$ cat config.mk
export PLATFORM = sky130hd
export DESIGN_NAME = rr_decode_arbiter_flat
export DESIGN_NICKNAME = d
export VERILOG_FILES = /design/src/rtl/rr_decode_arbiter_if.sv /design/src/rtl/rr_decode_arbiter.sv /design/src/flat_wrapper.sv
export SDC_FILE = /design/constraint.sdc
export NUM_CORES = 1
export LEC_CHECK = 0
export BUFFER_PORTS_ARGS = -buffer_cell sky130_fd_sc_hd__buf_2
export CAP_MARGIN = 20
export CORE_UTILIZATION = 55
export CTS_CLUSTER_SIZE = 14
export DETAILED_ROUTE_END_ITERATION = 12
export PLACE_DENSITY = 0.77
export SLEW_MARGIN = 20
export SYNTH_ARGS = -nofsm -noshare
export SYNTH_HDL_FRONTEND = slang
export SYNTH_SLANG_ARGS = --single-unit
$ cat constraint.sdc
create_clock -name clk -period 9.8 [get_ports clk]
set_clock_uncertainty 0.2 [all_clocks]
set_input_delay 1.96 -clock clk [delete_from_list [all_inputs] [get_ports clk]]
set_output_delay 1.96 -clock clk [all_outputs]
set_load 0.05 [all_outputs]
$ cat src/rtl/rr_decode_arbiter_if.sv
// rtl/rr_decode_arbiter_if.sv - request/grant bundle between requesters and the round-robin decode arbiter
//
// Purpose: groups the request, release and grant signals of rr_decode_arbiter.
// Signals:
//   req        8  request lines, req[i]=1 means requester i wants the resource
//   done       1  current owner releases the resource
//   gnt_idx    3  index of current owner (decoder select)
//   gnt        8  one-hot grant, 8'h00 when no grant is active
//   gnt_valid  1  a grant is active
//   timeout    1  one-cycle pulse after a hold-limit forced release
// Modports: master = requester side, slave = arbiter side.
interface rr_decode_arbiter_if;
  logic [7:0] req;
  logic       done;
  logic [2:0] gnt_idx;
  logic [7:0] gnt;
  logic       gnt_valid;
  logic       timeout;

  modport master (
    output req,
    output done,
    input  gnt_idx,
    input  gnt,
    input  gnt_valid,
    input  timeout
  );

  modport slave (
    input  req,
    input  done,
    output gnt_idx,
    output gnt,
    output gnt_valid,
    output timeout
  );
endinterface

$ cat src/rtl/rr_decode_arbiter.sv
// rtl/rr_decode_arbiter.sv - 8-way round-robin arbiter driving a 3-to-8 decoder with break-before-make
//
// Purpose: shares one resource between 8 requesters. The winner is granted until it
//   signals done, drops its request, or (MAX_HOLD != 0) holds for MAX_HOLD cycles.
//   Every release is followed by exactly one all-zero grant cycle.
// Ports:
//   clk   in   rising-edge clock
//   rst   in   synchronous active-high reset
//   bus   slave modport of rr_decode_arbiter_if (req/done in, gnt_idx/gnt/gnt_valid/timeout out)
// Parameters:
//   MAX_HOLD  max cycles a grant is held, 0 disables the hold limit
module rr_decode_arbiter #(
  parameter int MAX_HOLD = 16
) (
  input  logic                 clk,
  input  logic                 rst,
  rr_decode_arbiter_if.slave   bus
);

  localparam int                CNT_W     = (MAX_HOLD < 1) ? 1 : $clog2(MAX_HOLD + 1);
  localparam bit                HOLD_EN   = (MAX_HOLD != 0);
  localparam logic [CNT_W-1:0]  HOLD_LAST = CNT_W'((MAX_HOLD == 0) ? 0 : MAX_HOLD - 1);

  typedef enum logic [1:0] {
    S_IDLE  = 2'd0,
    S_GRANT = 2'd1,
    S_GAP   = 2'd2
  } state_t;

  state_t           r_state;
  state_t           w_state_nxt;

  logic [2:0]       r_last;
  logic [2:0]       r_gnt_idx;
  logic [7:0]       r_gnt;
  logic             r_valid;
  logic             r_timeout;
  logic [CNT_W-1:0] r_cnt;

  logic [2:0]       w_last_nxt;
  logic [2:0]       w_gnt_idx_nxt;
  logic [7:0]       w_gnt_nxt;
  logic             w_valid_nxt;
  logic             w_timeout_nxt;
  logic [CNT_W-1:0] w_cnt_nxt;

  logic             w_any;
  logic [2:0]       w_winner;
  logic             w_hold_hit;
  logic             w_user_rel;
  logic             w_release;

  // Rotating priority search starting just after the last owner. The index
  // sum is 3 bits wide so it wraps 7->0 on its own; i=8 lands back on r_last,
  // which makes the previous owner the lowest priority candidate.
  always_comb begin
    w_any    = 1'b0;
    w_winner = r_last;
    for (int i = 1; i <= 8; i++) begin
      if (!w_any && bus.req[r_last + 3'(i)]) begin
        w_any    = 1'b1;
        w_winner = r_last + 3'(i);
      end
    end
  end

  assign w_hold_hit = HOLD_EN && (r_cnt == HOLD_LAST);
  assign w_user_rel = bus.done | ~bus.req[r_gnt_idx];
  assign w_release  = w_user_rel | w_hold_hit;

  // State register together with the registered outputs it produces.
  always_ff @(posedge clk) begin
    if (rst) begin
      r_state   <= S_IDLE;
      r_last    <= 3'd7;
      r_gnt_idx <= 3'd0;
      r_gnt     <= 8'h00;
      r_valid   <= 1'b0;
      r_timeout <= 1'b0;
      r_cnt     <= '0;
    end else begin
      r_state   <= w_state_nxt;
      r_last    <= w_last_nxt;
      r_gnt_idx <= w_gnt_idx_nxt;
      r_gnt     <= w_gnt_nxt;
      r_valid   <= w_valid_nxt;
      r_timeout <= w_timeout_nxt;
      r_cnt     <= w_cnt_nxt;
    end
  end

  // Next-state logic. GAP arbitrates exactly like IDLE; the one-cycle gap
  // comes from GRANT never going straight back to GRANT.
  always_comb begin
    w_state_nxt = r_state;
    case (r_state)
      S_IDLE, S_GAP: w_state_nxt = w_any ? S_GRANT : S_IDLE;
      S_GRANT:       w_state_nxt = w_release ? S_GAP : S_GRANT;
      default:       w_state_nxt = S_IDLE;
    endcase
  end

  // Output logic: next values of the registered outputs.
  always_comb begin
    w_last_nxt    = r_last;
    w_gnt_idx_nxt = r_gnt_idx;
    w_valid_nxt   = 1'b0;
    w_timeout_nxt = 1'b0;
    w_cnt_nxt     = r_cnt;
    case (r_state)
      S_IDLE, S_GAP: begin
        if (w_any) begin
          w_gnt_idx_nxt = w_winner;
          w_valid_nxt   = 1'b1;
          w_cnt_nxt     = '0;
        end
      end
      S_GRANT: begin
        if (w_release) begin
          w_last_nxt    = r_gnt_idx;
          // A voluntary release in the same cycle as the hold limit is not a timeout.
          w_timeout_nxt = w_hold_hit & ~w_user_rel;
        end else begin
          w_valid_nxt = 1'b1;
          w_cnt_nxt   = r_cnt + CNT_W'(1);
        end
      end
      default: ;
    endcase
    w_gnt_nxt = w_valid_nxt ? (8'h01 << w_gnt_idx_nxt) : 8'h00;
  end

  assign bus.gnt_idx   = r_gnt_idx;
  assign bus.gnt       = r_gnt;
  assign bus.gnt_valid = r_valid;
  assign bus.timeout   = r_timeout;

endmodule

$ cat src/flat_wrapper.sv
// flat-port wrapper written by rule: the top's interface ports become plain ports
module rr_decode_arbiter_flat 
#(
  parameter int MAX_HOLD = 16
)
  (clk, rst, bus_req, bus_done, bus_gnt_idx, bus_gnt, bus_gnt_valid, bus_timeout);
  rr_decode_arbiter_if bus_i ();
  input  logic clk;
  input  logic rst;
  input wire logic [$bits(bus_i.req)-1:0] bus_req;
  input wire logic [$bits(bus_i.done)-1:0] bus_done;
  output wire logic [$bits(bus_i.gnt_idx)-1:0] bus_gnt_idx;
  output wire logic [$bits(bus_i.gnt)-1:0] bus_gnt;
  output wire logic [$bits(bus_i.gnt_valid)-1:0] bus_gnt_valid;
  output wire logic [$bits(bus_i.timeout)-1:0] bus_timeout;
  assign bus_i.req = bus_req;
  assign bus_i.done = bus_done;
  assign bus_gnt_idx = bus_i.gnt_idx;
  assign bus_gnt = bus_i.gnt;
  assign bus_gnt_valid = bus_i.gnt_valid;
  assign bus_timeout = bus_i.timeout;
  rr_decode_arbiter #(.MAX_HOLD(MAX_HOLD)) u_core (.clk(clk), .rst(rst), .bus(bus_i));
endmodule
==> impl_metrics.json, run 1 <==
{
  "routed_wl_um": 4280,
  "synth.distinct_cells": 51,
  "maxSlewViolCount": 0,
  "fin_cells": 272,
  "synth_cells": 214,
  "pwr-share-comb_pct": 66.3,
  "hp-class": "reg -> reg",
  "core_mm2": 0.00339,
  "switching_share_pct": 48.3,
  "cp_data_required_time_ns": 9.85,
  "dp_hpwl_um": 3220,
  "die_h_um": 61.7,
  "worstHoldStart": "u_core.r_cnt[4]",
  "period_needed_ns": 4.40,
  "rsz0062_at_grt": "false",
  "dr.first_iter.drc_count": 66,
  "crit_type": "reg -> reg",
  "grt_pass1_wl_um": 6940,
  "hold_depth": 2,
  "cts_buffers": 3,
  "grt_max_degree": 29,
  "p_leak_uw": 0.000880,
  "switchingPower_uw": 254,
  "drt-pass1-iter-count": 4,
  "place_area_mm2": 0.00205,
  "ff2ff_path_depth": 10,
  "synth_top_area_cell": "dfxtp_1",
  "via_count": 1710,
  "cts.sinks": 22,
  "drc": 0,
  "final_nets": 242,
  "yosys.area.top_type_share_pct": 22.4,
  "antenna-diode-count": 0,
  "avgSynthCellArea_um2": 9.17,
  "outcome": "completed",
  "final_area_mm2": 0.00209,
  "antenna_found_initial": 0,
  "hold_buffers": 0,
  "relSlewSlack_pct": 46.5,
  "power_density_mw_per_mm2": 252,
  "timing.final.crit_share_pct": 44.9,
  "arrival_ns": 4.45,
  "seq_power_share_pct": 24.4,
  "ir_drop_mv": 0.167,
  "grt_pass1_vias": 1495,
  "hold_viol": 0,
  "clock.fmax_mhz": 227,
  "ys_seq_elements": 22,
  "layout-drive-gt1-share_pct": 26.1,
  "cts.clk_slew.worst_paths_ns": 0.12,
  "grt_overflow_total": 0,
  "cts_tree": "yes",
  "root_buffer": "clkbuf_4",
  "fp.dieW_um": 61.7,
  "p_int_uw": 272,
  "ys.warnings.count": 0,
  "clockBufferDepth": 2,
  "fin_setup_tns_ns": 0,
  "worstSetupStartpointType": "register",
  "gr-usage-all-layers_pct": 24.6,
  "synth_nets": 229,
  "worstMarginPinSlew_ns": 0.801,
  "r2r-start": "u_core.r_last[1]",
  "antenna_left": 0,
  "ctsResizeCount": 0,
  "fp.dieArea_mm2": 0.00381,
  "io-pin-count": 24,
  "synth_edf_count": 0,
  "area_delta_synth_final_pct": 6.37,
  "place.port_buffers": 23,
  "setup_viol": 0,
  "maxCapViolations": 0,
  "rrSetupSlack_ns": 5.40,
  "synth_most_common_cell": "dfxtp_1",
  "synthFlopType": "dfxtp_1",
  "viasPerCell": 6.29,
  "wl_per_cell_um": 15.7,
  "dp_cells": 268,
  "fp-row-count": 21,
  "cp_max_fo": 18,
  "worstReg2RegEnd": "u_core.bus.gnt[3]",
  "start_util_pct": 57.9,
  "synth_area_leaders": "dfxtp_1, mux4_2, mux2i_1",
  "synthTopCellsByCount": "dfxtp_1, mux2i_1, nor2_1",
  "async_reset_ff_share_pct": 0,
  "cp-end-kind": "register",
  "hold_end": "u_core.r_cnt[4]",
  "insertion_delay_ns": 0.31,
  "syn-cell-area_mm2": 0.00196,
  "ys_seq_area_share_pct": 22.4,
  "h-tree-depth": 1,
  "place.gp.congestion": 0.936,
  "postCtsSetupBuffers": 0,
  "clkPwrFrac_pct": 9.3
}
==> power by group through the flow <==
stage	combinational, µW	clock [µW]	sequential, µW
global route	380	53.0	131
floorplan	254	0	161
CTS	345	49.8	128
global placement	342	0	130
finish	349	48.9	128
detailed placement	344	0	130
==> critical path, stage by stage (launching register included) <==
cell	delay [ns]
dfxtp_1	0.79
inv_1	0.19
ha_1	0.80
mux2i_1	0.41
mux2i_1	0.16
mux2i_1	0.28
nand3_1	0.22
or4_4	0.53
o221a_4	0.15
or4b_4	0.52
nor2_1	0.09
==> kinds of logic after synthesis <==
group                      share of synthesized area (%)
AOI/OAI and AO/OA                                   16.3
xor gates and xnor gates                            3.95
adders and majority gates                           2.55
buffers and inverters                               5.99
DFF                                                 22.4
muxes                                               28.9
and+or+nand+nor                                     19.9
==> layout by cell type (no fill, tap or decap), types with 7 or more instances in the layout <==
master     n
buf_2     23
dfxtp_1   22
mux2i_1   18
nor2_1    17
nand2_1   14
mux2_2    12
a21oi_1   11
mux4_2     9
nand2b_1   7
nand3_1    7
o211ai_1   7
==> how the worst max path moves through the flow <==
stage,startpoint,end,depth (start not counted)
6_report,u_core.r_last[1],u_core.bus.gnt[3],10
5_1_grt,u_core.r_last[1],u_core.bus.gnt[2],9
4_1_cts,u_core.r_last[1],u_core.bus.gnt[3],10
3_3_place_gp,bus_req[4],u_core.bus.gnt[3],9
2_1_floorplan,bus_req[4],u_core.bus.gnt[3],8
3_5_place_dp,bus_req[0],u_core.bus.gnt[3],9
==> stage by stage <==
stage / utilization, % / setup slack, ns / power (µW) / hold slack, ns
2_1_floorplan: - / 5.38 / 415 / 0.232
3_3_place_gp: 60.5 / 5.24 / 472 / 0.243
3_5_place_dp: 60.5 / 5.25 / 473 / 0.266
4_1_cts: 61.6 / 5.46 / 523 / 0.284
5_1_grt: 61.6 / 5.19 / 564 / 0.299
6_report: 61.6 / 5.40 / 526 / 0.281
==> final cells by class <==
class / count / area [µm²]
clock buffer: 4 / 36.3
fill: 280 / 1300
inverter: 7 / 26.3
multi-input combinational: 169 / 1410
sequential: 22 / 440
tap: 46 / 57.6
timing repair buffer: 24 / 123
==> metal layers <==
| metal | up-vias | wire, µm | track usage [%] |
|---|---|---|---|
| li1 | 820 | - | - |
| met1 | 818 | 1890 | 34.0 |
| met2 | 64 | 2060 | 39.9 |
| met3 | 8 | 270 | 4.55 |
| met4 | 0 | 61 | 6.67 |
| met5 | - | 0 | 0 |
==> state kept, by name, summed over array words and instances, names as in the netlist <==
| name | count |
|---|---|
| u_core.bus.gnt | 8 |
| u_core.bus.timeout | 1 |
| u_core.r_last | 3 |
| u_core.r_cnt | 5 |
| u_core.bus.gnt_idx | 3 |
| u_core.r_state | 2 |
(Power assumes the default switching activity.)
==> run 2, diff against run 1 <==
--- a/config.mk
+++ b/config.mk
@@ -7,10 +7,10 @@
 export LEC_CHECK = 0
 export BUFFER_PORTS_ARGS = -buffer_cell sky130_fd_sc_hd__buf_2
 export CAP_MARGIN = 20
-export CORE_UTILIZATION = 55
+export CORE_UTILIZATION = 53
 export CTS_CLUSTER_SIZE = 14
 export DETAILED_ROUTE_END_ITERATION = 12
-export PLACE_DENSITY = 0.77
+export PLACE_DENSITY = 0.78
 export SLEW_MARGIN = 20
 export SYNTH_ARGS = -nofsm -noshare
 export SYNTH_HDL_FRONTEND = slang
==> constraint.sdc (replaced) <==
create_clock -name clk -period 3.6 [get_ports clk]
set_clock_uncertainty 0.2 [all_clocks]
set_input_delay 0.72 -clock clk [delete_from_list [all_inputs] [get_ports clk]]
set_output_delay 0.72 -clock clk [all_outputs]
set_load 0.05 [all_outputs]
==> run 2 against run 1 <==
  * Critical path depth unchanged
  * Sequential share of layout area down 0.61 points
  * Via count down 0.18%
  * Utilization up 0.88 points
  * Die area up 3.6%
  * Design area up 3.0%
  * Worst hold slack worse by 0.020 ns
  * Global-route usage down 1.0 points
  * First-iteration DRC count up 68%
  * Non-clock buffer count up 6
  * Combinational power rose to 2.9 times the previous value
  * Critical path type unchanged
  * Highest routed layer unchanged
==> impl_metrics.json, run 2 (same netlist as run 1, synthesis figures left out) <==
{
  "h-tree-depth": 1,
  "final_nets": 248,
  "hold_viol": 0,
  "worstSetupStartpointType": "register",
  "fp.dieW_um": 62.9,
  "die_h_um": 62.9,
  "dr.first_iter.drc_count": 111,
  "clockBufferDepth": 2,
  "grt_pass1_wl_um": 7530,
  "outcome": "completed",
  "antenna-diode-count": 0,
  "relSlewSlack_pct": 60.7,
  "clock.fmax_mhz": 295,
  "worstMarginPinSlew_ns": 0.585,
  "final_area_mm2": 0.00215,
  "routed_wl_um": 4360,
  "multi_input_area_mm2": 0.00141,
  "largest_reg_flops": 8,
  "fp-row-count": 21,
  "viasPerCell": 6.16,
  "antenna_left": 0,
  "cpPeakStageDelay_ns": 0.52,
  "ir_drop_mv": 0.394,
  "root_buffer": "clkbuf_8",
  "place.port_buffers": 23,
  "cts_tree": "yes",
  "layout-drive-gt1-share_pct": 27.7,
  "timing.final.crit_share_pct": 94.1,
  "gr-usage-all-layers_pct": 23.6,
  "cp_num_buf_inv": 2,
  "grt_pass1_vias": 1627,
  "place_area_mm2": 0.00211,
  "p_leak_uw": 0.000912,
  "r2r-start": "u_core.r_last[0]",
  "crit_path_top_delay_cell": "or4_4",
  "antenna_found_initial": 0,
  "cp-startpoint": "u_core.r_last[0]",
  "arrival_ns": 3.38,
  "setup_viol": 0,
  "hp-class": "reg -> reg",
  "io-pin-count": 24,
  "layout_common_cells": "buf_2, dfxtp_1, mux2i_1",
  "fin_setup_tns_ns": 0,
  "cp_cell_sequence": "inv_2 > ha_1 > buf_12 > mux2_2 > o31ai_1 > nand3_1 > or4_4 > o221a_4 > or4b_4 > nor2_1",
  "core_mm2": 0.00344,
  "cp_top_family": "simple AND/OR/NAND/NOR gates",
  "grt_overflow_total": 0,
  "drc": 0,
  "postCtsSetupBuffers": 0,
  "maxCapViolations": 0,
  "rrSetupSlack_ns": 0.21,
  "cts.clk_slew.worst_paths_ns": 0.07,
  "grt_max_degree": 25,
  "cp_data_required_time_ns": 3.59,
  "via_count": 1707,
  "layout.cells.most_common": "buf_2",
  "hold_buffers": 0,
  "ctsResizeCount": 0,
  "fp.dieArea_mm2": 0.00395,
  "ff_latch_area_um2": 440,
  "dp_hpwl_um": 3330,
  "power_density_mw_per_mm2": 686,
  "period_needed_ns": 3.39,
  "cts.sinks": 22,
  "area_delta_synth_final_pct": 9.56,
  "maxSlewViolCount": 0,
  "place.gp.congestion": 0.942,
  "wl_per_cell_um": 15.7,
  "insertion_delay_ns": 0.25,
  "rsz0062_at_grt": "false",
  "cts_buffers": 3,
  "cp_max_fo": 18,
  "cp-end-kind": "register",
  "crit_type": "reg -> reg",
  "worstHoldStart": "u_core.r_cnt[4]",
  "drt-pass1-iter-count": 4,
  "fillers": 303,
  "start_util_pct": 57.0
}
-- run 2: changes by cell type in the layout (fill, tap and decap cells not counted), sizes merged --
cell	before	now
buf	24	30
clkbuf	4	3
-- run 2: layout make-up --
type	instances	area share [%]
sequential	22	20.5
tap	46	2.68
timing repair buffer	30	8.38
multi-input combinational	169	65.3
inverter	7	1.22
clock buffer	3	1.92
-- run 2: path summary, 6_finish.rpt --
path	to	depth (start not counted)
hold / removal	u_core.r_cnt[4]	2
hold reg to reg	u_core.r_cnt[4]	2
setup reg to reg	u_core.bus.gnt[2]	10
setup / recovery	u_core.bus.gnt[2]	10
-- run 2: routing by layer --
layer  share of wire, %  track usage [%]  vias to the layer above
met5                  0                0                        -
li1                   -                -                      831
met2                 46             38.2                       47
met3                5.0             4.38                        6
met1                 47             32.8                      823
met4                1.5             4.07                        0
-- run 2: worst reg2reg max path: stages (launching register included) --
cell and delay (ns):
dfxtp_1 0.35, inv_2 0.08, ha_1 0.32, buf_12 0.17, mux2_2 0.38, o31ai_1 0.34, nand3_1 0.21, or4_4 0.52
o221a_4 0.15, or4b_4 0.52, nor2_1 0.09
-- run 2: per-stage QoR --
stage                     setup WS (ns)  instances  power (µW)  hold slack, ns  utilization (%)
after detailed placement          0.267        274        1330           0.249             61.3
after global placement            0.275        274        1320           0.240             61.3
after floorplan                  0.0758        214        1130           0.232                -
after CTS                         0.237        277        1470           0.259             62.5
after global routing             0.0666        277        1580           0.273             62.5
final                             0.211        277        1480           0.260             62.5
-- run 2: power by group --
| group | leakage (µW) | switching, µW | total (µW) | internal, µW |
|---|---|---|---|---|
| clock | 0.0000216 | 69.5 | 144 | 74.4 |
| sequential | 0.000179 | 44.9 | 332 | 287 |
| combinational | 0.000711 | 578 | 999 | 421 |
| total | 0.000912 | 693 | 1480 | 783 |
